--- config.mk ---
export PLATFORM = sky130hd
export DESIGN_NAME = io_bus_master_flat
export DESIGN_NICKNAME = d
export VERILOG_FILES = /design/src/rtl/io_bus_master_pkg.sv /design/src/rtl/io_bus_master_if.sv /design/src/rtl/io_bus_master_poll_gap_timer.sv /design/src/rtl/io_bus_master.sv /design/src/flat_wrapper.sv
export SDC_FILE = /design/constraint.sdc
export NUM_CORES = 1
export LEC_CHECK = 0
export CELL_PAD_IN_SITES_DETAIL_PLACEMENT = 1
export CELL_PAD_IN_SITES_GLOBAL_PLACEMENT = 2
export CORE_MARGIN = 3
export CORE_UTILIZATION = 38
export DETAILED_ROUTE_END_ITERATION = 6
export DONT_BUFFER_PORTS = 1
export GPL_TIMING_DRIVEN = 0
export PLACE_DENSITY_LB_ADDON = 0.05
export SKIP_CTS_REPAIR_TIMING = 1
export SYNTH_ARGS = -nofsm -noshare
export SYNTH_HDL_FRONTEND = slang
export SYNTH_SLANG_ARGS = --single-unit
--- constraint.sdc ---
create_clock -name clk -period 2.08 [get_ports clk]
set_input_delay 0.208 -clock clk [delete_from_list [all_inputs] [get_ports clk]]
set_output_delay 0.208 -clock clk [all_outputs]
set_load 0.02 [all_outputs]
--- src/rtl/io_bus_master_pkg.sv ---
// Shared definitions for the IO bus master: IO address map, status bit positions, FSM states.
// The LOG_WR state only exists when IOM_LOG_EN is defined.
package io_map_pkg;

  localparam logic [31:0] IO_STATUS = 32'h0000_0080;
  localparam logic [31:0] IO_LED    = 32'h0000_0084;
  localparam logic [31:0] IO_SWITCH = 32'h0000_0088;

  localparam int STAT_SW_RDY  = 1;
  localparam int STAT_LED_RDY = 0;

  typedef enum logic [3:0] {
    ST_IDLE,
    ST_POLL_SW,
    ST_WAIT_SW,
    ST_READ_SW,
    ST_CALC,
    ST_POLL_LED,
    ST_WAIT_LED,
    ST_WRITE_LED
`ifdef IOM_LOG_EN
    , ST_LOG_WR
`endif
  } state_t;

  // 9-bit byte sum, zero-extended to the 12-bit LED width; no saturation.
  function automatic logic [11:0] switch_sum(input logic [15:0] sw);
    logic [8:0] s;
    s = {1'b0, sw[15:8]} + {1'b0, sw[7:0]};
    return {3'b000, s};
  endfunction

endpackage

--- src/rtl/io_bus_master_if.sv ---
// Data-memory/IO decode bus: the master drives address/strobe/data, the slave returns read data
// combinationally in the same cycle as the address.
interface io_bus_master_if;

  logic [31:0] data_addr;
  logic        write_EN;
  logic [31:0] write_data;
  logic [31:0] read_data;

  modport master (
    output data_addr,
    output write_EN,
    output write_data,
    input  read_data
  );

  modport slave (
    input  data_addr,
    input  write_EN,
    input  write_data,
    output read_data
  );

endinterface

--- src/rtl/io_bus_master_poll_gap_timer.sv ---
// Re-poll back-off timer: load starts a POLL_GAP-cycle window, expire is high in its last cycle.
module poll_gap_timer #(
  parameter int unsigned POLL_GAP = 4
) (
  input  logic clk,
  input  logic rst,
  input  logic load,
  output logic expire
);

  localparam int unsigned CW = (POLL_GAP > 1) ? $clog2(POLL_GAP) : 1;

  logic [CW-1:0] r_count;
  logic          r_active;

  always_ff @(posedge clk or negedge rst) begin
    if (!rst) begin
      r_count  <= '0;
      r_active <= 1'b0;
    end else if (load) begin
      r_count  <= CW'(POLL_GAP - 1);
      r_active <= 1'b1;
    end else if (r_active) begin
      if (r_count == '0) begin
        r_active <= 1'b0;
      end else begin
        r_count <= r_count - 1'b1;
      end
    end
  end

  assign expire = r_active && (r_count == '0);

endmodule

--- src/rtl/io_bus_master.sv ---
// Hardware board-IO loop: poll switch-ready, read switches, add the two bytes, poll LED-ready, write LED.
// Defining IOM_LOG_EN adds a LOG_WR state that appends every LED value to a circular log in data memory.
module io_bus_master
  import io_map_pkg::*;
#(
  parameter int unsigned POLL_GAP  = 4
`ifdef IOM_LOG_EN
  , parameter logic [31:0] LOG_BASE  = 32'h0000_0040
  , parameter int unsigned LOG_DEPTH = 8
`endif
) (
  input  logic               clk,
  input  logic               rst,
  input  logic               start,
  io_bus_master_if.master    bus,
  output logic               busy,
  output logic [15:0]        done_count,
  output logic [11:0]        last_result
);

  state_t      r_state;
  state_t      w_state_next;

  logic [31:0] r_data_addr;
  logic        r_write_en;
  logic [31:0] r_write_data;
  logic        r_busy;
  logic [15:0] r_done_count;
  logic [11:0] r_last_result;
  logic [15:0] r_switch;
  logic [11:0] r_sum;

  logic [31:0] w_addr_next;
  logic        w_we_next;
  logic [31:0] w_wdata_next;
  logic        w_gap_load;
  logic        w_gap_expire;
  logic [15:0] w_unused_rd_hi;

  assign w_unused_rd_hi = bus.read_data[31:16];

`ifdef IOM_LOG_EN
  localparam int unsigned IW = (LOG_DEPTH > 1) ? $clog2(LOG_DEPTH) : 1;

  logic [IW-1:0] r_log_idx;
  logic [31:0]   w_log_addr;

  always_ff @(posedge clk or negedge rst) begin
    if (!rst) begin
      r_log_idx <= '0;
    end else if (r_state == ST_LOG_WR) begin
      r_log_idx <= (r_log_idx == IW'(LOG_DEPTH - 1)) ? '0 : r_log_idx + 1'b1;
    end
  end

  assign w_log_addr = LOG_BASE + 32'({r_log_idx, 2'b00});
`endif

  poll_gap_timer #(
    .POLL_GAP (POLL_GAP)
  ) u_gap_timer (
    .clk    (clk),
    .rst    (rst),
    .load   (w_gap_load),
    .expire (w_gap_expire)
  );

  always_ff @(posedge clk or negedge rst) begin
    if (!rst) begin
      r_state <= ST_IDLE;
    end else begin
      r_state <= w_state_next;
    end
  end

  // Status decisions use read_data of the poll cycle itself, so the branch happens on leaving it.
  always_comb begin
    w_state_next = r_state;
    case (r_state)
      ST_IDLE:      if (start) w_state_next = ST_POLL_SW;
      ST_POLL_SW:   w_state_next = bus.read_data[STAT_SW_RDY] ? ST_READ_SW : ST_WAIT_SW;
      ST_WAIT_SW:   if (w_gap_expire) w_state_next = ST_POLL_SW;
      ST_READ_SW:   w_state_next = ST_CALC;
      ST_CALC:      w_state_next = ST_POLL_LED;
      ST_POLL_LED:  w_state_next = bus.read_data[STAT_LED_RDY] ? ST_WRITE_LED : ST_WAIT_LED;
      ST_WAIT_LED:  if (w_gap_expire) w_state_next = ST_POLL_LED;
`ifdef IOM_LOG_EN
      ST_WRITE_LED: w_state_next = ST_LOG_WR;
      ST_LOG_WR:    w_state_next = start ? ST_POLL_SW : ST_IDLE;
`else
      ST_WRITE_LED: w_state_next = start ? ST_POLL_SW : ST_IDLE;
`endif
      default:      w_state_next = ST_IDLE;
    endcase
  end

  // Bus outputs are decoded from the next state and registered, so they line up with that state.
  always_comb begin
    w_addr_next  = '0;
    w_we_next    = 1'b0;
    w_wdata_next = '0;
    w_gap_load   = ((w_state_next == ST_WAIT_SW)  && (r_state != ST_WAIT_SW)) ||
                   ((w_state_next == ST_WAIT_LED) && (r_state != ST_WAIT_LED));
    case (w_state_next)
      ST_POLL_SW,
      ST_POLL_LED:  w_addr_next = IO_STATUS;
      ST_READ_SW:   w_addr_next = IO_SWITCH;
      ST_WRITE_LED: begin
        w_addr_next  = IO_LED;
        w_we_next    = 1'b1;
        w_wdata_next = {20'b0, r_sum};
      end
`ifdef IOM_LOG_EN
      ST_LOG_WR: begin
        w_addr_next  = w_log_addr;
        w_we_next    = 1'b1;
        w_wdata_next = {20'b0, r_sum};
      end
`endif
      default: ;
    endcase
  end

  always_ff @(posedge clk or negedge rst) begin
    if (!rst) begin
      r_data_addr   <= '0;
      r_write_en    <= 1'b0;
      r_write_data  <= '0;
      r_busy        <= 1'b0;
      r_done_count  <= '0;
      r_last_result <= '0;
      r_switch      <= '0;
      r_sum         <= '0;
    end else begin
      r_data_addr  <= w_addr_next;
      r_write_en   <= w_we_next;
      r_write_data <= w_wdata_next;
      r_busy       <= (w_state_next != ST_IDLE);
      if (r_state == ST_READ_SW) begin
        r_switch <= bus.read_data[15:0];
      end
      if (r_state == ST_CALC) begin
        r_sum <= switch_sum(r_switch);
      end
      if (r_state == ST_WRITE_LED) begin
        r_last_result <= r_sum;
        r_done_count  <= r_done_count + 16'd1;
      end
    end
  end

  assign bus.data_addr  = r_data_addr;
  assign bus.write_EN   = r_write_en;
  assign bus.write_data = r_write_data;
  assign busy           = r_busy;
  assign done_count     = r_done_count;
  assign last_result    = r_last_result;

endmodule

--- src/flat_wrapper.sv ---
// flat-port wrapper written by rule: the top's interface ports become plain ports
module io_bus_master_flat import io_map_pkg::*;
#(
  parameter int unsigned POLL_GAP  = 4

)
  (clk, rst, start, busy, done_count, last_result, bus_data_addr, bus_write_EN, bus_write_data, bus_read_data);
  io_bus_master_if bus_i ();
  input  logic clk;
  input  logic rst;
  input  logic start;
  output logic busy;
  output logic [15:0] done_count;
  output logic [11:0] last_result;
  output wire logic [$bits(bus_i.data_addr)-1:0] bus_data_addr;
  output wire logic [$bits(bus_i.write_EN)-1:0] bus_write_EN;
  output wire logic [$bits(bus_i.write_data)-1:0] bus_write_data;
  input wire logic [$bits(bus_i.read_data)-1:0] bus_read_data;
  assign bus_data_addr = bus_i.data_addr;
  assign bus_write_EN = bus_i.write_EN;
  assign bus_write_data = bus_i.write_data;
  assign bus_i.read_data = bus_read_data;
  io_bus_master #(.POLL_GAP(POLL_GAP)) u_core (.clk(clk), .rst(rst), .start(start), .bus(bus_i), .busy(busy), .done_count(done_count), .last_result(last_result));
endmodule
==> out/qor.yml, run 1 <==
die:
  die_width_um: 103
  top_level_ports: 129
  die_h_um: 103
  num_rows: 34
  floorplan.core_area_mm2: 0.00893
  design.die.area_mm2: 0.0106
  start_util: 0.400
sta:
  grt_setup_unrepaired: "false"
  clock-skew-final_ps: 7.81
  holdWs_ps: 9.23
  max_clock_freq_mhz: 519
  number_of_hold_violations_in_the_final_report: 0
  slew_headroom: 0.600
  worst_pin_slew_ps: 598
  setup_viol_count_final: 0
  maxSlewViolCount: 0
  post_route_clock_period_utilization: 0.926
  min_period_ps: 1930
logic_synthesis:
  synth_cell_type_count: 42
  synth_most_common_cell: "sky130_fd_sc_hd__dfrtp_1"
  synth_top_cell_area_share: 0.497
  area_of_the_mapped_netlist_mm2: 0.00357
  synth-edff-count: 0
  syn-instance-count: 338
  yosys_register_bits: 71
  synth.avg_cell_area_um2: 10.6
  netlist_top_cells_area: "sky130_fd_sc_hd__dfrtp_1 (50%), sky130_fd_sc_hd__buf_4 (12%), sky130_fd_sc_hd__nand2_1 (4.9%)"
  netlist_top_cells_count: "sky130_fd_sc_hd__dfrtp_1 (71), sky130_fd_sc_hd__buf_4 (55), sky130_fd_sc_hd__nand2_1 (47), sky130_fd_sc_hd__mux2_2 (15), sky130_fd_sc_hd__xnor2_1 (13)"
  synth_flop_cell: "sky130_fd_sc_hd__dfrtp_1"
  synth_seq_area_share: 0.497
  synth_warnings: 0
  netlist.top_cell.by_area: "sky130_fd_sc_hd__dfrtp_1"
  synth-async-reset-ratio: 1.00
finish:
  final_core_utilization: 0.473
  antenna-diode-count: 0
  syn_to_final_growth_pct: 18.3
  drive_above_1_share: 0.239
  final_cells: 522
  multi_input_comb_area_mm2: 0.00152
  final-seq-area_mm2: 0.00178
  final_design_area_no_fill_mm2: 0.00423
  final_net_count: 455
  fillCellCount: 1023
critical_path:
  worstPathCellList: "buf_2 -> or4b_1 -> buf_2 -> clkbuf_1 -> a211oi_1 -> nand3_1"
  crit_path_start_kind: "register"
  crit_slowest_cell: "sky130_fd_sc_hd__or4b_1"
  timing.setup.critical_path_class: "register to register"
  setup.worst_path.end_class: "register"
  reg_to_reg_slack_setup_ps: 150
  timing.reg2reg.worst_path_depth: 6
  critical_path_peak_fanout: 10
  worst-endpoint-required_ps: 2300
  launch_point_of_the_worst_reg_to_reg_path: "u_core.r_state[1]"
  worstSetupStartpoint: "u_core.r_state[1]"
  data_arrival_time_of_the_critical_path_ps: 2150
  cpMostUsedCell: "sky130_fd_sc_hd__buf_2"
  worstReg2RegEnd: "u_core.r_sum[5]"
  cp_slowest_stage_delay_ps: 510
placed_design:
  place.port_buffers: 0
  hpwl_um: 5380
  placed_area_mm2: 0.00391
  place_inst: 501
  finalWeightedCongestion: 0.746
grt:
  grt_first_pass_wirelength_um: 11500
  grt_remaining_overflow: 0
  grt_max_degree: 72
  number_of_global_route_vias_before_repair: 2414
  track_usage: 0.139
  antenna_found_initial: 0
routing:
  firstDrtPassIters: 4
  routed-via-count: 2390
  wirelength_um: 7210
  detailedRoute.firstIterationViolations: 41
  route.detailed.drc: 0
  post_drt_wl_per_cell_um: 13.8
  number_of_nets_with_antenna_violations_after_detailed_routing: 0
  vias_per_cell: 4.58
power:
  ir_worst_vdd_uv: 386
  power.leakage_uw: 0.00217
  power_density_mw_per_mm2: 1020
clock_network:
  cts_max_level: 3
  clock_sink_count: 71
  clk_path_buf_depth: 2
  clkLatencyLatePin_ps: 340
  tritoncts.num_buffers: 9
  clk_pin_slew_ps: 80
  tritoncts: "built"
  cts_root_buffer: "sky130_fd_sc_hd__clkbuf_8"
min_path:
  worst_hold_class: "primary input to register"
  min-delay-start: "bus_read_data[9]"
  hold_path_depth: 2
  hold_end: "u_core.r_switch[9]"
outcome:
  result_of_the_run: "complete, no violations"
run:
  drv_cap: 0
==> state kept, by name (all words and copies together) (netlist names) <==
register	count
u_core.bus.write_EN	1
u_core.u_gap_timer.r_count	2
u_core.busy	1
u_core.bus.data_addr	3
u_core.u_gap_timer.r_active	1
u_core.done_count	16
u_core.bus.write_data	9
u_core.r_sum	9
u_core.r_switch	16
u_core.r_state	4
u_core.last_result	9
==> cells in the final DEF (no fill, tap or decap), types with 2 or more instances in the layout <==
| cell type | count |
|---|---|
| sky130_fd_sc_hd__or3_1 | 2 |
| sky130_fd_sc_hd__nor2_1 | 12 |
| sky130_fd_sc_hd__clkbuf_8 | 11 |
| sky130_fd_sc_hd__nor3b_1 | 6 |
| sky130_fd_sc_hd__nand3_1 | 10 |
| sky130_fd_sc_hd__nor3_1 | 3 |
| sky130_fd_sc_hd__nor4_2 | 3 |
| sky130_fd_sc_hd__conb_1 | 56 |
| sky130_fd_sc_hd__nand4_1 | 3 |
| sky130_fd_sc_hd__and3_1 | 2 |
| sky130_fd_sc_hd__ha_1 | 10 |
| sky130_fd_sc_hd__xnor2_1 | 13 |
| sky130_fd_sc_hd__mux2_2 | 15 |
| sky130_fd_sc_hd__buf_4 | 55 |
| sky130_fd_sc_hd__and2_1 | 9 |
| sky130_fd_sc_hd__o21a_1 | 2 |
| sky130_fd_sc_hd__bufinv_16 | 2 |
| sky130_fd_sc_hd__dlygate4sd3_1 | 4 |
| sky130_fd_sc_hd__a21oi_1 | 9 |
| sky130_fd_sc_hd__inv_1 | 7 |
| sky130_fd_sc_hd__mux2i_1 | 2 |
| sky130_fd_sc_hd__clkbuf_1 | 4 |
| sky130_fd_sc_hd__o21ai_0 | 10 |
| sky130_fd_sc_hd__nor4b_1 | 2 |
| sky130_fd_sc_hd__a21o_1 | 2 |
| sky130_fd_sc_hd__nand2b_1 | 5 |
| sky130_fd_sc_hd__nor2b_1 | 4 |
| sky130_fd_sc_hd__a211oi_1 | 4 |
| sky130_fd_sc_hd__nand2_1 | 47 |
| sky130_fd_sc_hd__xor2_1 | 6 |
| sky130_fd_sc_hd__dfrtp_1 | 71 |
| sky130_fd_sc_hd__buf_2 | 6 |
==> cells by family (layout without fill, tap and decap cells) <==
family | Yosys count | count (layout) | share of synthesized area
AND/OR/NAND/NOR | 114 | 114 | 0.166
flip-flops | 71 | 71 | 0.497
multiplexers | 17 | 17 | 0.0529
XOR/XNOR | 19 | 19 | 0.0466
buffers and inverters | 72 | 93 | 0.138
other | 1 | 56 | 0.00105
AO/OA/AOI/OAI | 33 | 33 | 0.0574
adder cells (fa/ha/maj) | 11 | 11 | 0.0406
==> stage by stage <==
step	power (uW)	setup TNS, ps	setup slack, ps
global route	4650	0	1.94
floorplan	2790	0	321
finish	4320	0	153
CTS	4330	-93.9	-22.9
global placement	3000	0	46.9
detailed placement	3040	-5.14	-4.97
==> worst max-delay path, delay by kind of cell (launching register included) <==
| family | cells | cell delay [ps] |
|---|---|---|
| simple gates | 2 | 620 |
| buf+inv | 3 | 540 |
| flops | 1 | 360 |
| compound gates | 1 | 280 |
==> power by group <==
group / internal (uW) / switching, uW
logic: 584 / 648
clock network: 746 / 530
registers: 1640 / 172
==> worst max-delay path by stage <==
stage	slack [ps]	to	cells after the start
5_1_grt	2	u_core.done_count[14]	5
3_3_place_gp	50	u_core.r_switch[12]	5
2_1_floorplan	320	u_core.r_sum[5]	5
6_report	150	u_core.r_sum[5]	6
4_1_cts	-20	u_core.r_switch[10]	5
3_5_place_dp	-5	u_core.r_switch[13]	5
==> area by class of cell <==
| cell class | count | area share |
|---|---|---|
| Buffer | 65 | 0.110 |
| Clock buffer | 12 | 0.0367 |
| Clock inverter | 4 | 0.0181 |
| Inverter | 7 | 0.00622 |
| Multi-Input combinational cell | 250 | 0.360 |
| Sequential cell | 71 | 0.420 |
| Tap cell | 108 | 0.0320 |
| Timing Repair Buffer | 5 | 0.0160 |
==> routing by layer <==
metal / global-route usage / vias to the layer above / wire, um
met2: 0.198 / 98 / 3050
met5: 0 / - / 0
met3: 0.0616 / 10 / 761
met1: 0.182 / 1120 / 3280
li1: - / 1162 / -
met4: 0.0598 / 0 / 125
No activity file was read; power rests on OpenSTA's default activity.
==> inputs of run 2 (changes only) <==
Settings changed: CORE_UTILIZATION 38 to 34.
Clock period 2.08 ns to 1.6 ns, I/O delays scaled along.
==> out/qor.yml, run 2 (synthesis gave the netlist of run 1 again) <==
finish:
  layout.cells.most_common: "sky130_fd_sc_hd__buf_4"
  antenna-diode-count: 0
  final_cell_mix: "sky130_fd_sc_hd__buf_4 (74), sky130_fd_sc_hd__dfrtp_1 (69), sky130_fd_sc_hd__conb_1 (56)"
  final_core_utilization: 0.481
  syn_to_final_growth_pct: 34.5
  final_net_count: 491
  drive_above_1_share: 0.342
  fillCellCount: 1135
routing:
  post_drt_wl_per_cell_um: 13.4
  vias_per_cell: 4.34
  route.detailed.drc: 0
  number_of_nets_with_antenna_violations_after_detailed_routing: 0
  wirelength_um: 7840
  detailedRoute.firstIterationViolations: 76
  routed-via-count: 2529
  firstDrtPassIters: 4
die:
  die_h_um: 109
  start_util: 0.357
  die_width_um: 109
  num_rows: 36
  design.die.area_mm2: 0.0118
  top_level_ports: 129
  floorplan.core_area_mm2: 0.0100
grt:
  number_of_global_route_vias_before_repair: 2517
  global_route.usage.met3: 0.0543
  antenna_found_initial: 0
  grt_remaining_overflow: 0
  grt-busiest-layer: "met2"
  met2_usage: 0.200
  globalRouteMet1Util: 0.174
  grt_first_pass_wirelength_um: 12500
  grt_max_degree: 72
  track_usage: 0.136
power:
  power_frac_comb: 0.322
  power_density_mw_per_mm2: 1250
  power.leakage_uw: 0.00245
  report.power.total_uw: 5990
  internal_power_uw: 4050
  netSwitchingFraction: 0.325
  switching_power_uw: 1950
  power.sequential.fraction: 0.400
  power_frac_clock: 0.278
  ir_worst_vdd_uv: 527
sta:
  min_period_ps: 1800
  maxSlewViolCount: 0
  fin_tns_setup_ps: -1700
  grt_setup_unrepaired: "true"
  holdWs_ps: -506
  setup_slack_ps: -198
  number_of_hold_violations_in_the_final_report: 71
  clock-skew-final_ps: 12.8
  setup_viol_count_final: 15
  post_route_clock_period_utilization: 1.12
  max_clock_freq_mhz: 556
outcome:
  violations_in_the_final_reports: "hold timing, setup timing"
  result_of_the_run: "finished, violations left"
critical_path:
  critical_path_peak_fanout: 6
  data_arrival_time_of_the_critical_path_ps: 2090
  cp_slowest_stage_delay_ps: 570
  cpMostUsedCell: "sky130_fd_sc_hd__buf_6"
  launch_point_of_the_worst_reg_to_reg_path: "u_core.r_state[0]"
  reg_to_reg_slack_setup_ps: -200
  crit_path_start_kind: "register"
  crit_slowest_cell: "sky130_fd_sc_hd__or4b_4"
  worstReg2RegEnd: "u_core.r_sum[4]"
  worstPathCellList: "buf_6 -> or4b_4 -> buf_8 -> buf_6 -> a211oi_2 -> a21o_1"
  timing.setup.critical_path_class: "register to register"
  cp_top_family: "simple AND/OR/NAND/NOR gates"
  timing.reg2reg.worst_path_depth: 6
  cp_num_buf_inv: 3
  worst-endpoint-required_ps: 1890
  setup.worst_path.end_class: "register"
clock_network:
  clkLatencyLatePin_ps: 350
  clk_pin_slew_ps: 90
  clock_sink_count: 71
  cts_max_level: 3
  tritoncts: "built"
  clk_path_buf_depth: 2
  tritoncts.num_buffers: 9
  cts_root_buffer: "sky130_fd_sc_hd__clkbuf_8"
min_path:
  worst_hold_class: "primary input to async pin"
run:
  drv_cap: 0
placed_design:
  finalWeightedCongestion: 0.730
  hpwl_um: 5500
  place.port_buffers: 0
  post-place-ws_ps: -266
run 2: changes by cell type in the layout (fill, tap and decap cells not counted), moves of 4 or more:
cell,before,now
sky130_fd_sc_hd__clkbuf_1,4,0
sky130_fd_sc_hd__buf_6,1,10
sky130_fd_sc_hd__buf_2,6,0
sky130_fd_sc_hd__buf_4,55,74
sky130_fd_sc_hd__dlygate4sd3_1,4,17
run 2: worst max path at each step:
stage / start / slack [ps] / endpoint / cells past startpoint
6_report: u_core.r_state[0] / -200 / u_core.r_sum[4] / 6
2_1_floorplan: u_core.r_state[1] / -90 / u_core.r_sum[7] / 7
3_3_place_gp: u_core.r_switch[8] / -230 / u_core.r_sum[6] / 7
5_1_grt: u_core.r_state[0] / -280 / u_core.r_sum[7] / 6
4_1_cts: u_core.r_state[3] / -260 / u_core.done_count[9] / 5
3_5_place_dp: u_core.r_switch[8] / -270 / u_core.r_sum[6] / 7
run 2: power groups by stage:
stage | Combinational [uW] | Clock, uW | Sequential (uW)
after global routing | 2190 | 1790 | 2450
after global placement | 1560 | 0 | 2390
after detailed placement | 1590 | 0 | 2420
final | 1930 | 1670 | 2400
after floorplan | 1340 | 0 | 2330
after CTS | 1610 | 1720 | 2380
run 2: cell type report:
class	count	area (um2)	share of cell area
sequential	71	1780	0.370
clock inverter	6	92.6	0.0193
inverter	7	26.3	0.00547
clock buffer	10	138	0.0286
timing repair buffer	42	393	0.0817
multi-input combinational	250	1710	0.355
tap	133	166	0.0346
buffer	64	505	0.105
run 2: stage by stage:
step,cell area [um2],cells
after floorplan,3850,393
after global placement,4010,526
after detailed placement,4010,526
after CTS,4240,542
after global routing,4810,583
final,4810,583
run 2: metal layers:
| metal | vias to the layer above | share of wire |
|---|---|---|
| met3 | 8 | 0.071 |
| met2 | 94 | 0.45 |
| met5 | - | 0 |
| met4 | 0 | 0.015 |
| li1 | 1233 | - |
| met1 | 1194 | 0.46 |
==> inputs of run 3 (changes only) <==
Settings changed: SETUP_SLACK_MARGIN from default to 0.2.
==> out/qor.yml, run 3 (synthesis gave the netlist of run 1 again) <==
outcome:
  result_of_the_run: "finished, violations left"
  violations_in_the_final_reports: "hold timing, setup timing"
grt:
  track_usage: 0.140
  grt_max_degree: 72
  antenna_found_initial: 0
  number_of_global_route_vias_before_repair: 2523
  grt_remaining_overflow: 0
  grt_first_pass_wirelength_um: 12700
die:
  floorplan.core_area_mm2: 0.0100
  die_width_um: 109
  die_h_um: 109
  start_util: 0.357
  num_rows: 36
  top_level_ports: 129
  design.die.area_mm2: 0.0118
routing:
  post_drt_wl_per_cell_um: 14.5
  route.detailed.drc: 0
  number_of_nets_with_antenna_violations_after_detailed_routing: 0
  m1WireLength_um: 3760
  wirelength_um: 8610
  vias_per_cell: 4.40
  wl_met3_um: 576
  detailedRoute.firstIterationViolations: 88
  routed-via-count: 2609
  highest-signal-layer: "met4"
  met2_length_um: 4110
  firstDrtPassIters: 3
placed_design:
  post-place-ws_ps: -290
  finalWeightedCongestion: 0.724
  hpwl_um: 5500
  place.port_buffers: 0
finish:
  syn_to_final_growth_pct: 44.1
  final_net_count: 502
  layout.cells.most_common: "sky130_fd_sc_hd__buf_4"
  final_core_utilization: 0.515
  antenna-diode-count: 0
  final_cell_mix: "sky130_fd_sc_hd__buf_4 (71), sky130_fd_sc_hd__dfrtp_1 (62), sky130_fd_sc_hd__conb_1 (56)"
  drive_above_1_share: 0.420
sta:
  post_route_clock_period_utilization: 1.16
  fin_tns_setup_ps: -2990
  max_clock_freq_mhz: 541
  holdWs_ps: -510
  grt_setup_unrepaired: "true"
  min_period_ps: 1850
  maxSlewViolCount: 0
  clock-skew-final_ps: 9.62
  number_of_hold_violations_in_the_final_report: 71
  setup_slack_ps: -249
  setup_viol_count_final: 25
critical_path:
  timing.setup.critical_path_class: "register to register"
  critical_path_peak_fanout: 8
  worst-endpoint-required_ps: 1900
  setup.worst_path.end_class: "register"
  crit_path_start_kind: "register"
  data_arrival_time_of_the_critical_path_ps: 2140
power:
  power_density_mw_per_mm2: 1190
  power.leakage_uw: 0.00259
  ir_worst_vdd_uv: 465
min_path:
  worst_hold_class: "primary input to async pin"
clock_network:
  tritoncts.num_buffers: 9
  tritoncts: "built"
  clkLatencyLatePin_ps: 360
  cts_max_level: 3
  clock_sink_count: 71
  clk_path_buf_depth: 2
  cts_root_buffer: "sky130_fd_sc_hd__clkbuf_8"
  clk_pin_slew_ps: 80
run:
  drv_cap: 0
run 3: critical path: stages (launching register included):
cell                      delay [ps]
sky130_fd_sc_hd__dfrtp_1         380
sky130_fd_sc_hd__buf_6           140
sky130_fd_sc_hd__or4b_4          540
sky130_fd_sc_hd__buf_8           160
sky130_fd_sc_hd__buf_12          130
sky130_fd_sc_hd__nor4b_4         220
sky130_fd_sc_hd__mux2i_1         130
sky130_fd_sc_hd__nand2_1          80
run 3: area by class of cell:
type	count	area [um2]
timing repair buffer	51	520
inverter	7	26.3
tap	133	166
multi-input combinational	251	1900
clock inverter	4	70.1
clock buffer	11	141
sequential	71	1790
buffer	65	538
fill	1113	4850
run 3: path summary, 6_finish.rpt:
| path | slack (ps) | start | endpoint | cells after the start |
|---|---|---|---|---|
| min | -510 | rst | u_core.r_sum[5] | 0 |
| max reg2reg | -250 | u_core.r_state[1] | u_core.r_sum[7] | 7 |
| max | -250 | u_core.r_state[1] | u_core.r_sum[7] | 7 |
| max in group asynchronous | 2000 | rst | u_core.r_sum[7] | 0 |
| min reg2reg | 500 | u_core.u_gap_timer.r_count[1] | u_core.u_gap_timer.r_count[1] | 2 |
| min in group clk | 180 | start | u_core.r_state[0] | 4 |
run 3: metal layers:
metal	up-vias	GRT usage
met5	-	0
met4	0	0.0712
met3	13	0.0615
met2	93	0.205
met1	1249	0.175
li1	1254	-
run 3: metrics by stage:
stage	total power, uW	area (um2)	instances
3_3_place_gp	3980	4050	526
5_1_grt	6520	5150	593
4_1_cts	5670	4270	541
2_1_floorplan	3700	3890	393
6_report	6100	5150	593
3_5_place_dp	4040	4050	526
run 3: power breakdown:
part	switching [uW]	total (uW)	internal, uW
Combinational	1000	2090	1090
Clock	691	1600	908
Sequential	273	2410	2140
Total	1970	6100	4130
